<file path="src/rtl/fetch_queue.sv">
// fetch_queue: sequential-PC instruction fetch feeding a DEPTH-entry prefetch
// queue, with a one-cycle-latency instruction memory and a decode-side
// valid/ready handshake. A redirect flushes the queue and any in-flight
// response, then restarts fetch at the target.
// Optional feature macro: FETCH_ALIGN_CHECK_EN (misaligned redirect raises a
// sticky fetch_fault that stalls fetch until an aligned redirect arrives).
module fetch_queue #(
  parameter int              XLEN     = 32,
  parameter int              DEPTH    = 4,
  parameter logic [XLEN-1:0] RESET_PC = '0,
  parameter int              PC_STEP  = 4
) (
  input  logic                       clk,
  input  logic                       rst,
  output logic                       imem_req,
  output logic [XLEN-1:0]            imem_addr,
  input  logic [XLEN-1:0]            imem_rdata,
  input  logic                       redir_valid,
  input  logic [XLEN-1:0]            redir_pc,
  output logic                       instr_valid,
  output logic [XLEN-1:0]            instr,
  output logic [XLEN-1:0]            instr_pc,
  input  logic                       instr_ready,
  output logic [$clog2(DEPTH+1)-1:0] q_count,
  output logic                       fetch_fault
);

  localparam int AW = $clog2(DEPTH);
  localparam int CW = $clog2(DEPTH+1);

  logic [XLEN-1:0] pc_q, pc_d;
  logic            infl_q, infl_d;
  logic [XLEN-1:0] infl_addr_q, infl_addr_d;
  logic            fault_q, fault_d;
  logic [CW-1:0]   count_q, count_d;
  logic [AW-1:0]   rd_q, rd_d;
  logic [AW-1:0]   wr_q, wr_d;
  logic [XLEN-1:0] data_q [DEPTH];
  logic [XLEN-1:0] data_d [DEPTH];
  logic [XLEN-1:0] addr_q [DEPTH];
  logic [XLEN-1:0] addr_d [DEPTH];
  logic [XLEN-1:0] last_instr_q, last_instr_d;
  logic [XLEN-1:0] last_pc_q, last_pc_d;

  logic [CW:0]     occ;
  logic            issue;
  logic            push;
  logic            pop;

  // Issue decision: the credit counts queued entries plus the outstanding
  // request; a same-cycle pop is not credited, so a full queue resumes
  // fetching one cycle after its first pop. Gated by rst so no request is
  // seen while reset is held.
  always_comb begin
    occ   = {1'b0, count_q} + (CW+1)'(infl_q);
    issue = rst && !redir_valid && !fault_q && (occ < (CW+1)'(DEPTH));
    push  = infl_q;
    pop   = (count_q != '0) && instr_ready;
  end

  // Head presentation; when empty, the last shown instruction/PC is held.
  always_comb begin
    instr_valid = (count_q != '0);
    instr       = instr_valid ? data_q[rd_q] : last_instr_q;
    instr_pc    = instr_valid ? addr_q[rd_q] : last_pc_q;
    imem_req    = issue;
    imem_addr   = pc_q;
    q_count     = count_q;
    fetch_fault = fault_q;
  end

  // Next-state: redirect overrides push, pop and issue in the same cycle.
  always_comb begin
    pc_d         = pc_q;
    infl_d       = 1'b0;
    infl_addr_d  = infl_addr_q;
    fault_d      = fault_q;
    count_d      = count_q;
    rd_d         = rd_q;
    wr_d         = wr_q;
    data_d       = data_q;
    addr_d       = addr_q;
    last_instr_d = instr;
    last_pc_d    = instr_pc;
    if (redir_valid) begin
      count_d = '0;
      rd_d    = '0;
      wr_d    = '0;
`ifdef FETCH_ALIGN_CHECK_EN
      fault_d = (redir_pc[1:0] != 2'b00);
      pc_d    = redir_pc;
`else
      fault_d = 1'b0;
      pc_d    = {redir_pc[XLEN-1:2], 2'b00};
`endif
    end else begin
      if (push) begin
        data_d[wr_q] = imem_rdata;
        addr_d[wr_q] = infl_addr_q;
        wr_d         = wr_q + AW'(1);
      end
      if (pop) begin
        rd_d = rd_q + AW'(1);
      end
      count_d = count_q + CW'(push) - CW'(pop);
      if (issue) begin
        infl_d      = 1'b1;
        infl_addr_d = pc_q;
        pc_d        = pc_q + XLEN'(PC_STEP);
      end
    end
  end

  // State registers; reset discards queue contents and any in-flight request.
  always_ff @(posedge clk or negedge rst) begin
    if (!rst) begin
      pc_q         <= RESET_PC;
      infl_q       <= 1'b0;
      infl_addr_q  <= '0;
      fault_q      <= 1'b0;
      count_q      <= '0;
      rd_q         <= '0;
      wr_q         <= '0;
      data_q       <= '{default: '0};
      addr_q       <= '{default: '0};
      last_instr_q <= '0;
      last_pc_q    <= '0;
    end else begin
      pc_q         <= pc_d;
      infl_q       <= infl_d;
      infl_addr_q  <= infl_addr_d;
      fault_q      <= fault_d;
      count_q      <= count_d;
      rd_q         <= rd_d;
      wr_q         <= wr_d;
      data_q       <= data_d;
      addr_q       <= addr_d;
      last_instr_q <= last_instr_d;
      last_pc_q    <= last_pc_d;
    end
  end

endmodule

</file>
<file path="config.mk">
export PLATFORM = sky130hd
export DESIGN_NAME = fetch_queue
export DESIGN_NICKNAME = d
export VERILOG_FILES = /design/src/rtl/fetch_queue.sv
export SDC_FILE = /design/constraint.sdc
export NUM_CORES = 1
export LEC_CHECK = 0
export CAP_MARGIN = 20
export CORE_ASPECT_RATIO = 1.25
export CORE_MARGIN = 5
export CORE_UTILIZATION = 51
export CTS_CLUSTER_DIAMETER = 30
export CTS_CLUSTER_SIZE = 10
export DETAILED_ROUTE_END_ITERATION = 7
export PLACE_DENSITY = 0.73
export SETUP_SLACK_MARGIN = 0.2
export SLEW_MARGIN = 5
export SYNTH_ARGS = -nofsm -noshare
export SYNTH_HDL_FRONTEND = slang
export SYNTH_SLANG_ARGS = --single-unit
</file>
<file path="constraint.sdc">
create_clock -name clk -period 2.5 [get_ports clk]
set_input_delay 0.25 -clock clk [delete_from_list [all_inputs] [get_ports clk]]
set_output_delay 0.25 -clock clk [all_outputs]
set_load 0.05 [all_outputs]
</file>
==> Word-level counts from Yosys, hierarchy flattened <==
Cells that the tools add are included.
{ "word_totals": {"latch_bits": 0, "rom_bits": 0, "wordCells": 61, "out_inout_bits": 102, "mem_bits_rw": 0, "reg_bits": 392, "input_bits": 68, "mem_count": 0} }
{ "op_classes": {"mul": 0, "n_eq_ne": 0, "shift": 0, "bitwise_logic": 3, "n_reduce_logical": 11, "n_addsub": 6, "muxes": 21, "div_mod_pow": 0, "n_lt_le_gt_ge": 4} }
{ "op_table": {"columns": ["op", "n"], "rows": [
  ["32-bit 2-to-1 mux", 9],
  ["128-bit bitwise mux", 2],
  ["32-bit binary-select mux with 2-bit select", 2],
  ["32-bit demux with 2-bit select", 1],
  ["32-bit by 3-bit adder with 32-bit output (second input constant)", 1],
  ["2-bit 2-to-1 mux", 4],
  ["3-bit greater-or-equal comparator (second input constant)", 2],
  ["2-bit NOT with 3-bit output", 2],
  ["2-bit nonzero test", 3],
  ["2-bit by 1-bit adder with 2-bit output (second input constant)", 2],
  ["3-bit by 1-bit adder with 4-bit output", 1],
  ["1-bit logical AND", 4],
  ["4-bit by 3-bit less-than comparator with 1-bit output (second input constant)", 1],
  ["2-bit AND reduction", 2],
  ["3-bit by 1-bit adder with 3-bit output", 1],
  ["3-bit by 1-bit less-than comparator with 1-bit output (second input constant)", 1],
  ["3-bit 2-to-1 mux", 1],
  ["3-bit nonzero test", 1],
  ["3-bit by 1-bit subtractor with 3-bit output", 1],
  ["1-bit 2-to-1 mux", 2],
  ["1-bit logical NOT", 1],
  ["1-bit NOT", 1]
]} }

==> Depth between registers and ports, before layout <==
Gate-level depths: netlist of the first run.
{ "depth": {"depth_word": 6, "depth_mapped": 10, "mapped_depth_nobuf": 10} }

==> Least setup slack after synthesis of the first run <==
OpenSTA, ideal clock, no wires.
{ "synth_timing": {"path_kind": "reg2reg", "start": "register count_q[1], in the netlist q_count[1]", "end": "register count_q[2], in the netlist q_count[2]", "period_less_slack_ns": 2.392, "required_ns": 2.368, "n_path_buf": 0, "arrival_ns": 2.260, "path_slack_ns": 0.108, "setup_time_ns": 0.132, "path_stages_with_launch": 11, "cell_sequence": "dfrtp_1 -> nor3_1 -> inv_2 -> and2_1 -> ha_1 -> inv_1 -> ha_1 -> inv_1 -> fa_1 -> xnor2_1 -> nor2_1"} }
{ "synth_via": {"elab_chain_len": 4, "elab_cells_between_ends": 5, "classes_between": "add/sub: 2; mux: 1; reduce/logical: 2"} }
{ "synth_rtl": {"columns": ["item", "line_no", "source"], "rows": [
  ["start, declared", "35", "logic [CW-1:0] count_q, count_d;"],
  ["start signal, assigned", "133", "count_q <= count_d;"],
  ["parallel branches: the longest is 2 deep, another holds 3-bit by 1-bit adder with 3-bit output", null, null],
  ["3-bit by 1-bit subtractor with 3-bit output (*)", "105", "count_d = count_q + CW'(push) - CW'(pop);"],
  ["3-bit 2-to-1 mux (*)", "85", "if (redir_valid) begin"],
  ["net count_d[2]", "35", null]
]} }
Mark *: on every way through the listed nets, which the timed path passes.
A chain may end at the register's enable or synchronous reset.

==> Final worst setup path of the first run <==
{ "layout_timing": {"start": "register rd_q[0]", "end": "output port instr[4]"} }
{ "layout_via": {"elab_chain_len": 5} }
{ "layout_rtl": {"columns": ["item", "line_no", "source"], "rows": [
  ["start, declared", "36", "logic [AW-1:0] rd_q, rd_d;"],
  ["start signal, assigned", "134", "rd_q <= rd_d;"],
  ["2-bit NOT with 3-bit output (not written as such)", "64", "instr = instr_valid ? data_q[rd_q] : last_instr_q;"],
  ["32-bit binary-select mux with 2-bit select", "64", null],
  ["32-bit 2-to-1 mux (not written as such) (2 in series)", "64", null],
  ["32-bit 2-to-1 mux", "64", null],
  ["end, declared", "21", "output logic [XLEN-1:0] instr,"]
]} }
No other way between the ends. The select of a mux whose other input is x is not followed.

==> results of run 1 <==
what timing repair did:
item	CTS	global route
pin swaps	6	9
hold endpoints to repair	97	0
setup buffers	23	9
hold buffers	1	0
resized for setup	104	24
endpoints found under the setup margin	65	218
gates cloned	7	2
cell type report:
| cell class | instances | area (um^2) | area share |
|---|---|---|---|
| multi-input combinational | 715 | 6760 | 0.3077 |
| antenna | 1 | 2.502 | 0.0001139 |
| clock buffer | 95 | 1989 | 0.09054 |
| tap | 412 | 515.5 | 0.02346 |
| inverter | 10 | 37.54 | 0.001708 |
| sequential | 380 | 9520 | 0.4333 |
| timing repair buffer | 234 | 2725 | 0.1240 |
| clock inverter | 31 | 421.7 | 0.01919 |
layer usage:
layer,vias up,part of all wire
met4,0,0.023
met5,-,0
met3,62,0.059
met1,5456,0.41
met2,279,0.51
li1,4639,-
layout by cell type (no fill, tap or decap), types with 8 or more instances in the layout:
cell type and count:
inv_1 8, buf_8 18, clkbuf_1 14, o21ai_0 14
xnor2_1 23, bufinv_16 9, buf_6 28, nand3_1 10
mux4_2 62, clkdlybuf4s50_1 96, mux2_2 286, nor4_2 10
clkbuf_16 75, o21ai_1 8, clkbuf_8 8, xor2_1 9
nand2_2 43, buf_12 21, nand2_1 175, buf_4 58
nor2_1 11, dfrtp_1 375, clkinv_2 9
sequential cells by signal (all words and copies together), names as in the netlist:
name and flops:
infl_q 1, rd_q 2, last_instr_q 32, infl_addr_q 30, imem_addr 30, q_count 3, wr_q 2, last_pc_q 32
addr_q 120, data_q 128
critical path: stages, from the launching register on:
cell	delay, ns
dfrtp_4	0.49
buf_12	0.15
buf_16	0.14
buf_12	0.14
mux4_2	0.43
nand2_2	0.10
nand2_2	0.08
buf_8	0.15
logic make-up (layout without fill, tap and decap cells):
| logic type | Yosys count | count (layout) |
|---|---|---|
| muxes | 350 | 350 |
| and+or+nand+nor | 295 | 295 |
| AOI/OAI and AO/OA | 25 | 25 |
| other | 1 | 4 |
| xor gates and xnor gates | 33 | 33 |
| buffers and inverters | 81 | 370 |
| DFF | 380 | 380 |
| adders and majority gates | 9 | 9 |
through the flow:
stage / TNS (ns) / cells / setup slack, ns
3_5_place_dp: 0 / 1709 / 0.2349
6_report: 0 / 1878 / 0.008229
4_1_cts: -0.01351 / 1866 / -0.009737
2_1_floorplan: 0 / 1176 / 0.2265
3_3_place_gp: 0 / 1709 / 0.2832
5_1_grt: -1.556 / 1878 / -0.05525
power groups by stage:
stage                     Combinational (mW)  Clock [mW]  Sequential (mW)
after floorplan                         7.37           0             9.04
after global placement                  10.3           0             9.10
after detailed placement                10.5           0             9.23
after CTS                               12.4        9.69             9.14
after global routing                    13.4        10.0             9.36
final                                   12.7        9.54             9.14
worst max-delay path by stage:
| stage | from | end | slack [ns] |
|---|---|---|---|
| 2_1_floorplan | q_count[1] | q_count[2] | 0.23 |
| 3_5_place_dp | infl_q | addr_q[20] | 0.23 |
| 4_1_cts | rd_q[0] | instr[2] | -0.01 |
| 5_1_grt | rd_q[0] | instr[4] | -0.06 |
| 3_3_place_gp | infl_q | addr_q[16] | 0.28 |
| 6_report | rd_q[0] | instr[4] | 0.008 |
==> impl_metrics.env, run 1 <==
export IMPL_synthAdderAreaFrac=0.007310
export IMPL_clk_latency_ns=0.56
export IMPL_clk_path_buf_depth=3
export IMPL_placed_cell_area_um2=18570
export IMPL_fin_skew_ns=0.02256
export IMPL_tightestPinTransition_ns=0.8274
export IMPL_yosysUniqueCellTypes=38
export IMPL_vias=10440
export IMPL_reg2reg_depth=11
export IMPL_maxSlewViolCount=0
export IMPL_track_usage=0.2280
export IMPL_gp_congestion=0.7916
export IMPL_path_class="flop to primary output"
export IMPL_ant_nets=0
export IMPL_synth_area_per_cell_um2=14.00
export IMPL_numPortBuffers=164
export IMPL_start_util=0.5170
export IMPL_yosysMostFrequentCell="dfrtp_1"
export IMPL_arrival_ns=2.24
export IMPL_status="completed"
export IMPL_wirelength_um=40320
export IMPL_via_per_inst=5.557
export IMPL_rsz0062_at_grt="true"
export IMPL_setup_viol=0
export IMPL_cp_max_fo=5
export IMPL_cts_tree="done"
export IMPL_ys_seq_elements=380
export IMPL_grt_max_degree=154
export IMPL_p_int_mw=20.06
export IMPL_hold_path_class="primary input to flop"
export IMPL_grt_pass1_wl_um=64070
export IMPL_r2r_start="q_count[2]"
export IMPL_grt_met3_usage=0.05504
export IMPL_timing_final_crit_period_ns=2.492
export IMPL_drv_cap=0
export IMPL_num_rows=73
export IMPL_synth_top_family_by_area="multiplexers"
export IMPL_pwr_share_comb=0.404
export IMPL_synth_top_cell_area_share=0.5787
export IMPL_synth_area_um2=16430
export IMPL_cts_buffers=71
export IMPL_synth_area_top_cells="dfrtp_1 58%, mux2_2 20%, mux4_2 8.5%"
export IMPL_yosysWarnings=0
export IMPL_crit_required_ns=2.25
export IMPL_wl_per_cell_um=21.47
export IMPL_min_to="imem_addr[19]"
export IMPL_min_delay_start="redir_pc[19]"
export IMPL_hold_violations=0
export IMPL_route_detailed_drc=0
export IMPL_fillers=2118
export IMPL_worst_ir_drop_vdd_uv=1170
export IMPL_die_w_um=170.6
export IMPL_fin_crit_sh=0.9967
export IMPL_crit_path_end_kind="primary output"
export IMPL_chipHeight_um=210.7
export IMPL_design_area_um2=21970
export IMPL_worstSetupStartpointType="flop"
export IMPL_first_iter_violations=599
export IMPL_power_density_nw_per_um2=1428
export IMPL_p_seq_frac=0.291
export IMPL_r2r_setup_slack_ns=0.27
export IMPL_switchingPower_mw=11.32
export IMPL_final_nets=1489
export IMPL_antenna_found_initial=1
export IMPL_clock_sinks=380
export IMPL_p_leak_nw=10.19
export IMPL_muxShareOfSynthArea=0.2822
export IMPL_grt_pass1_vias=11600
export IMPL_maxSlewHeadroom=0.4484
export IMPL_first_pass_iters=5
export IMPL_syn_inst=1174
export IMPL_htree_levels=3
export IMPL_seq_area_frac_synth=0.5787
export IMPL_layout_drive_gt1_share=0.4628
export IMPL_total_power_mw=31.37
export IMPL_cts_root_buf="clkbuf_16"
export IMPL_synth_compound_area_frac=0.008985
export IMPL_max_freq_mhz=401.3
export IMPL_ys_top_cells_by_count="380 x dfrtp_1, 286 x mux2_2, 224 x nand2_1"
export IMPL_core_area_um2=31790
export IMPL_hold_depth=3
export IMPL_grt_overflow_total=0
export IMPL_whs_ns=0.2301
export IMPL_synth_edff_count=0
export IMPL_swShare=0.3607
export IMPL_synth_simple_area_share=0.08224
export IMPL_grt_busiest_layer="met2"
export IMPL_die_area_um2=35930
export IMPL_synth_xor_area_frac=0.01759
export IMPL_clk_pin_slew_ns=0.05
export IMPL_synth_main_ff_cell="dfrtp_1"
export IMPL_met1_usage=0.2968
export IMPL_clockPowerShare=0.304
export IMPL_final_util=0.6913
export IMPL_ioPinCount=170
export IMPL_reg2reg_to="q_count[2]"
export IMPL_synth_top_cell_by_area="dfrtp_1"
export IMPL_hpwl_um=22390
export IMPL_area_delta_synth_final_pct=33.72
export IMPL_grt_use_met2=0.3742
export IMPL_async_flop_share=1.000
Power figures use the tool's default switching activity.
==> run 2, diff against run 1 <==
- ABC_CLOCK_PERIOD_IN_PS: unset -> 2500
==> results of run 2 <==
No change in the layout: final DEF, timing and power equal those of run 1.
==> run 3, diff against run 2 <==
- ABC_CLOCK_PERIOD_IN_PS: 2500 -> 3130
- GPL_TIMING_DRIVEN: unset -> 0
- clock period: 2.5 -> 3.13 ns (I/O delays scaled with it)
==> impl_metrics.env, run 3 (synthesis gave the netlist of run 1 again) <==
export IMPL_fin_crit_sh=0.9129
export IMPL_clk_path_buf_depth=3
export IMPL_clock_sinks=380
export IMPL_antenna_cells=0
export IMPL_worstSetupStartpointType="flop"
export IMPL_fillers=2309
export IMPL_fin_skew_ns=0.02186
export IMPL_layout_cells_non_filler=1893
export IMPL_largest_register="data_q"
export IMPL_power_density_nw_per_um2=1104
export IMPL_arrival_ns=2.54
export IMPL_gp_congestion=0.7909
export IMPL_startpoint="q_count[1]"
export IMPL_timing_final_crit_period_ns=2.857
export IMPL_final_cell_mix="380 x dfrtp_1, 286 x mux2_2, 224 x nand2_1"
export IMPL_drv_cap=0
export IMPL_ff_latch_area_um2=9509
export IMPL_crit_path_end_kind="primary output"
export IMPL_pwr_share_comb=0.355
export IMPL_status="completed"
export IMPL_numPortBuffers=163
export IMPL_max_freq_mhz=350.0
export IMPL_clk_pin_slew_ns=0.05
export IMPL_area_delta_synth_final_pct=30.89
export IMPL_path_class="flop to primary output"
export IMPL_setup_viol=0
export IMPL_hold_violations=0
export IMPL_maxSlewViolCount=0
export IMPL_swShare=0.3613
export IMPL_design_area_um2=21510
export IMPL_first_pass_iters=4
export IMPL_placed_cell_area_um2=18670
export IMPL_grt_overflow_total=0
export IMPL_rsz0062_at_grt="true"
export IMPL_core_area_um2=31790
export IMPL_chipHeight_um=210.7
export IMPL_wirelength_um=37820
export IMPL_final_nets=1500
export IMPL_cts_root_buf="clkbuf_16"
export IMPL_maxSlewHeadroom=0.4932
export IMPL_worst_ir_drop_vdd_uv=719.6
export IMPL_clk_latency_ns=0.57
export IMPL_p_int_mw=15.16
export IMPL_route_detailed_drc=0
export IMPL_track_usage=0.2175
export IMPL_first_iter_violations=567
export IMPL_grt_max_degree=117
export IMPL_cp_max_fo=10
export IMPL_r2r_start="q_count[1]"
export IMPL_p_leak_nw=9.960
export IMPL_htree_levels=3
export IMPL_min_delay_start="redir_pc[9]"
export IMPL_switchingPower_mw=8.575
export IMPL_grt_pass1_wl_um=61630
export IMPL_tightestPinTransition_ns=0.7602
export IMPL_p_seq_frac=0.307
export IMPL_cts_buffers=73
export IMPL_hpwl_um=24480
export IMPL_largest_reg_flops=128
export IMPL_num_rows=73
export IMPL_top_regs="data_q x128, addr_q x120"
export IMPL_layout_drive_gt1_share=0.4220
export IMPL_vias=10220
export IMPL_cts_tree="done"
export IMPL_ant_nets=0
export IMPL_crit_required_ns=2.82
export IMPL_wl_per_cell_um=19.98
export IMPL_clockPowerShare=0.338
export IMPL_grt_pass1_vias=11320
export IMPL_hold_path_class="primary input to flop"
export IMPL_antenna_found_initial=0
export IMPL_total_power_mw=23.74
export IMPL_dp_cells=1754
export IMPL_via_per_inst=5.400
export IMPL_die_area_um2=35930
export IMPL_die_w_um=170.6
export IMPL_ioPinCount=170
export IMPL_layout_commonest_cell="dfrtp_1"
export IMPL_start_util=0.5170
export IMPL_multi_input_comb_area_um2=6564
export IMPL_final_util=0.6767
## run 3: cell count changes in the layout (fill, tap and decap cells not counted), moves of 21 or more
cell	before	now
buf_12	21	0
buf_2	1	34
buf_4	58	10
buf_6	28	3
clkdlybuf4s15_2	0	58
nand2_1	175	224
nand2_2	43	0
## run 3: timing repair
item	CTS	global route
hold buffers	5	0
gates resized for setup	218	10
gates cloned	1	0
pin swaps	0	0
hold endpoints to repair	59	0
setup buffers	0	0
setup endpoints to repair	66	61
## run 3: power by group through the flow
| stage | sequential (mW) | combinational (mW) | clock [mW] |
|---|---|---|---|
| 5_1_grt | 7.47 | 9.03 | 8.40 |
| 6_report | 7.29 | 8.44 | 8.01 |
| 3_5_place_dp | 7.34 | 8.62 | 0 |
| 2_1_floorplan | 7.22 | 5.88 | 0 |
| 4_1_cts | 7.29 | 8.55 | 8.14 |
| 3_3_place_gp | 7.29 | 8.48 | 0 |
## run 3: metrics by stage
| stage | worst slack, ns | setup TNS [ns] | hold slack, ns |
|---|---|---|---|
| after floorplan | 0.7170 | 0 | 0.01741 |
| after detailed placement | -0.4476 | -14.21 | 0.2887 |
| after global placement | -14.61 | -6351.47 | 0.4459 |
| after global routing | 0.1365 | 0 | 0.2929 |
| final | 0.2727 | 0 | 0.2966 |
| after CTS | 0.1161 | 0 | 0.2799 |
## run 3: routing by layer
| metal | vias to the layer above | global-route usage | share of wire |
|---|---|---|---|
| met5 | - | 0 | 0 |
| met4 | 0 | 0.06419 | 0.019 |
| met3 | 52 | 0.04231 | 0.050 |
| met2 | 232 | 0.3698 | 0.52 |
| met1 | 5278 | 0.2858 | 0.42 |
| li1 | 4660 | - | - |
## run 3: final cells by class
type                            instances  area share
Multi-Input combinational cell        715      0.3052
Tap cell                              412     0.02397
Clock inverter                         46     0.02798
Inverter                               10    0.001745
Buffer                                 71     0.01856
Clock buffer                           87     0.09162
Sequential cell                       380      0.4421
Timing Repair Buffer                  172     0.08883
## run 3: critical path: stages (launching register included)
cell	delay, ns
dfrtp_1	0.46
nor3_2	0.27
clkbuf_8	0.27
clkbuf_2	0.31
nand2_1	0.11
nand2_1	0.16
clkdlybuf4s15_2	0.40
## run 3: final timing paths
| kind | endpoint | slack, ns | cells past startpoint |
|---|---|---|---|
| worst min register to register | last_pc_q[31] | 0.46 | 2 |
| worst max-delay path | instr_pc[21] | 0.27 | 6 |
| worst max register to register | q_count[2] | 0.73 | 10 |
| max in group asynchronous | imem_addr[2] | 1.73 | 5 |
| worst min-delay path | imem_addr[9] | 0.30 | 3 |
| min in group asynchronous | data_q[111] | 0.43 | 3 |
==> patch 1 (settings of run 2) <==
`XLEN`: 32 -> 64.
--- a/src/rtl/fetch_queue.sv
+++ b/src/rtl/fetch_queue.sv
@@ -5,7 +5,7 @@
 // Optional feature macro: FETCH_ALIGN_CHECK_EN (misaligned redirect raises a
 // sticky fetch_fault that stalls fetch until an aligned redirect arrives).
 module fetch_queue #(
-  parameter int              XLEN     = 32,
+  parameter int              XLEN     = 64,
   parameter int              DEPTH    = 4,
   parameter logic [XLEN-1:0] RESET_PC = '0,
   parameter int              PC_STEP  = 4
Ports: changed (5 resized); port bits go from 170 to 330. The function was not compared with the original's and may differ.
==> patch 1 against run 2 <==
- non-clock buffer count rose by 329
- critical path depth did not move
- final area rose by 110%
- setup slack got worse by 0.26 ns
- sequential cell count rose by 384
- die area rose by 95%
- the flow now finishes with violations (negative setup slack)
- power rose by 110%
- synthesized cell count rose by 110%
- synthesized area rose by 100%
- wire length rose by 150%
==> patch 1: results (changes against run 2) <==
outcome:
  status: "finished with violations"
  violations: "negative setup slack"
min_path:
  min-delay-start: "redir_pc[22]"
timing:
  finalWorstSetupSlack_ns: -0.2498  # -0.2580 ns
  hold_ws_ns: 0.1294  # -0.1007 ns
  skew_ns: 0.02632  # +0.003759 ns
  setup_violations: 126  # +126
clock_tree:
  numCtsBuffers: 138  # +94%
  h-tree-depth: 4  # +1
route:
  routed_via_density: 5.843  # +5.2%
  wirelength_um: 99210  # +150%
  drt_iter0_drc: 1552  # +160%
  drt_pass1_iterations: 7  # +2
setup_path:
  rrSetupSlack_ns: 0.05  # -0.22 ns
  reg2reg_to: "imem_addr[63]"
  ff2ff_path_depth: 10  # -1
pwr:
  clockPowerShare_pct: 28.5  # -1.9 points
  power_leakage_nw: 21.16  # +110%
  power.density_nw_per_um2: 1468  # +2.9%
  peakVddDrop_mv: 0.9490  # -19%
final_layout:
  final_layout_size_suffix_gt1_share_pct: 48.93  # +2.7 points
  nNetsFinal: 3114  # +110%
  layout_top_registers: "data_q (256), addr_q (248)"
  fillCellCount: 4063  # +92%
placement:
  dp_hpwl_um: 54130  # +140%
  pre_cts_ws_ns: 0.1141  # -0.1208 ns
  gp_congestion: 0.8491  # +7.3%
  placed_area_um2: 37780  # +100%
yosys:
  synth_cell_types: 53  # +39%
  yosysSeqAreaShare_pct: 57.81  # about the same
global_route:
  grt_pass1_vias: 25088  # +120%
-- patch 1: logic make-up after synthesis --
family	after synthesis	synth area share, %
and+or+nand+nor	650	8.891
adders and majority gates	9	0.3632
xor gates and xnor gates	27	0.7151
other	1	0.01134
muxes	695	27.93
AOI/OAI and AO/OA	106	2.198
buffers and inverters	167	2.081
DFF	764	57.81
-- patch 1: repair_timing --
action	CTS	global route
setup endpoints to repair	198	332
setup buffers	55	50
gates resized for setup	308	201
hold buffers	2	0
cloned	24	12
hold endpoints to repair	314	0
pin swaps	72	92
-- patch 1: how the worst max path moves through the flow --
stage / startpoint / end / slack, ns / depth (start not counted)
global route: rd_q[0] / instr_pc[42] / -0.31 / 7
detailed placement: q_count[1] / imem_addr[49] / 0.11 / 6
finish: rd_q[0] / instr_pc[42] / -0.25 / 7
global placement: q_count[1] / imem_addr[49] / 0.14 / 6
CTS: rd_q[0] / instr[11] / -0.27 / 6
floorplan: q_count[1] / imem_req / 0.09 / 7
-- patch 1: area by class of cell --
class	count	share of cell area (%)
Timing Repair Buffer	563	14.50
Antenna cell	3	0.01636
Tap cell	848	2.312
Sequential cell	764	41.69
Clock buffer	183	8.603
Inverter	16	0.1935
Clock inverter	68	1.927
Multi-Input combinational cell	1490	30.76
-- patch 1: stage by stage --
step,utilization [%],std cells
after global placement,58.78,3538
after global routing,71.40,3933
after CTS,69.19,3870
after floorplan,-,2421
final,71.40,3935
after detailed placement,58.78,3538
-- patch 1: per-layer routing --
layer | part of all wire (%) | vias up | wire, um | GRT usage (%)
met4 | 2.9 | 6 | 2860 | 9.435
met2 | 50 | 847 | 49910 | 45.88
met1 | 40 | 12114 | 39300 | 36.63
met5 | 0.034 | - | 34 | 0
li1 | - | 9839 | - | -
met3 | 7.2 | 187 | 7110 | 6.392
==> patch 2 (config.mk and constraints of run 2) <==
Without the edit above. Reset style: synchronous (`rst`), changed in one clocked block.
--- a/src/rtl/fetch_queue.sv
+++ b/src/rtl/fetch_queue.sv
@@ -112,7 +112,7 @@
   end
 
   // State registers; reset discards queue contents and any in-flight request.
-  always_ff @(posedge clk or negedge rst) begin
+  always_ff @(posedge clk) begin
     if (!rst) begin
       pc_q         <= RESET_PC;
       infl_q       <= 1'b0;
Behaviour: differs if rst is asserted again (counterexample within 4 cycles, from zero or initial values and one cycle with rst low); with rst held inactive, the same outputs for 4 cycles.
==> patch 2 against run 2 <==
- count of clock-buffer cells in the layout down 7
- worst hold slack got worse by 0.015 ns
- cell count grew 33%
- synthesized area shrank 5.2%
- die area is 4.9% lower
- core utilization up 1.2 points
- synthesized cell count increased by 61%
- setup slack improved by 0.092 ns
- final area down 3.6%
- wire length up 13%
- sequential cell count unchanged
- critical path type unchanged
- largest cell class is now multi-input gates
- highest routed layer unchanged
Power is not compared: it rests on default switching activity, and its combinational part moved more than twofold at a synthesized area within 25%.
==> patch 2: results (changes against run 2) <==
outcome:
  status: "complete, no violations"
min_path:
  min-delay-start: "rst"
  hold_path_end: "imem_addr[21]"
  hold_path_depth: 5  # +2
setup_path:
  reg2reg_from: "q_count[2]"
  worst_path_largest_cell_delay_ns: 0.51  # +0.02 ns
  ff2ff_path_depth: 10  # -1
  cp_slowest_cell: "dfxtp_4"
  reg2reg_to: "q_count[2]"
  critPathArrivalTime_ns: 2.15  # -0.09 ns
  cp_max_fo: 7  # +2
yosys:
  yosys-top-cells-area: "dfxtp_1 49%, nand2_1 19%, a21oi_1 9.4%"
  yosysSeqAreaShare_pct: 48.85  # -9.0 points
  synth_ff_type: "dfxtp_1"
  synth_cell_types: 47  # +24%
  yosys-top-cells-count: "773 x nand2_1, 380 x dfxtp_1, 291 x a21oi_1"
  synthArstFlopShare_pct: 0  # -100 points
  yosys_register_bits: 380  # unchanged
route:
  drt_iter0_drc: 1135  # +89%
  routedWlPerCell_um: 18.25  # -15%
  drt_pass1_iterations: 6  # +1
  route.vias.total: 13856  # +33%
floorplanning:
  rows: 71  # -2.7%
final_layout:
  multi_input_gates: 1362  # +90%
  nNetsFinal: 2122  # +43%
  multiInputGateArea_um2: 7665  # +13%
  clkCellAreaFrac_pct: 10.48  # -0.49 points
  buf_share_pct: 14.72  # +2.3 points
  num-clock-buffers: 88  # -7.4%
  fillCellCount: 2197  # +3.7%
  buffers: 220  # -6.0%
  seq_area_um2: 7621  # -20%
  n_all_inverters: 14  # +4
  final_layout_size_suffix_gt1_share_pct: 19.35  # -27 points
  antenna_cells: 0  # -1
placement:
  dp_hpwl_um: 25110  # +12%
  gp_congestion: 0.8262  # +4.4%
  placed_area_um2: 18200  # -2.0%
  pre_cts_ws_ns: 0.2202  # -0.01464 ns
clock_tree:
  postCtsSetupBuffers: 7  # -70%
  numCtsBuffers: 67  # -5.6%
  post_cts_resized: 19  # -82%
global_route:
  antenna_found_initial: 0  # -1
  met3_usage_pct: 4.516  # -0.99 points
  grt_use_met1_pct: 28.98  # -0.70 points
  grt_first_pass_wirelength_um: 71210  # +11%
  grt_max_degree: 232  # +51%
  grt_usage_pct: 25.36  # +2.6 points
  met2_usage_pct: 45.58  # +8.2 points
pwr:
  p_seq_mw: 6.26
timing:
  skew_ns: 0.02887  # +0.006309 ns
  setup_violations: 0  # unchanged
  relSlewSlack_pct: 34.72  # -10 points
-- patch 2: cell types whose count changed after synthesis, moves of 10 or more --
cell,delta
nand2_1,+549
dfrtp_1,-380
dfxtp_1,+380
a21oi_1,+291
mux2_2,-286
clkbuf_1,+88
and2_1,+62
xnor2_1,-20
buf_2,-18
nor4_2,-10
-- patch 2: kinds of logic (layout without fill, tap and decap cells) --
family	after synthesis	after routing	share of synthesized area, %
AND/OR/NAND/NOR	929	929	24.87
flip-flops	380	380	48.85
AO/OA/AOI/OAI	337	337	11.22
buffers and inverters	155	351	4.041
multiplexers	65	65	9.159
XOR/XNOR	19	19	1.069
adder cells (fa/ha/maj)	9	9	0.7713
other	1	3	0.02408
-- patch 2: critical path: cells and delay by family (launching register included) --
kind,cells,cell delay [ns]
multiplexers,1,0.49
AND/OR/NAND/NOR,2,0.20
buffers and inverters,2,0.37
flip-flops,1,0.51
-- patch 2: metrics by stage --
step	hold slack, ns	std cells	util [%]
2_1_floorplan	0.3860	1897	-
3_3_place_gp	0.4383	2351	60.42
3_5_place_dp	0.4454	2351	60.42
4_1_cts	0.1951	2478	68.56
5_1_grt	0.2510	2494	70.36
6_report	0.2151	2494	70.36
-- patch 2: per-layer routing --
layer  routed length [um]  part of all wire [%]
met2                23580                    52
met1                17270                    38
met3                 2874                   6.3
met4                 1788                   3.9
met5                    0                     0
-- patch 2: how the worst max path moves through the flow --
stage	startpoint	to	slack (ns)	cells after the start
after floorplan	q_count[0]	q_count[1]	0.20	8
after detailed placement	q_count[1]	imem_addr[18]	0.22	6
after global placement	q_count[1]	imem_addr[18]	0.29	6
after global routing	rd_q[0]	instr_pc[24]	0.07	5
final	rd_q[1]	instr[14]	0.10	5
after CTS	rd_q[0]	instr_pc[23]	0.11	5
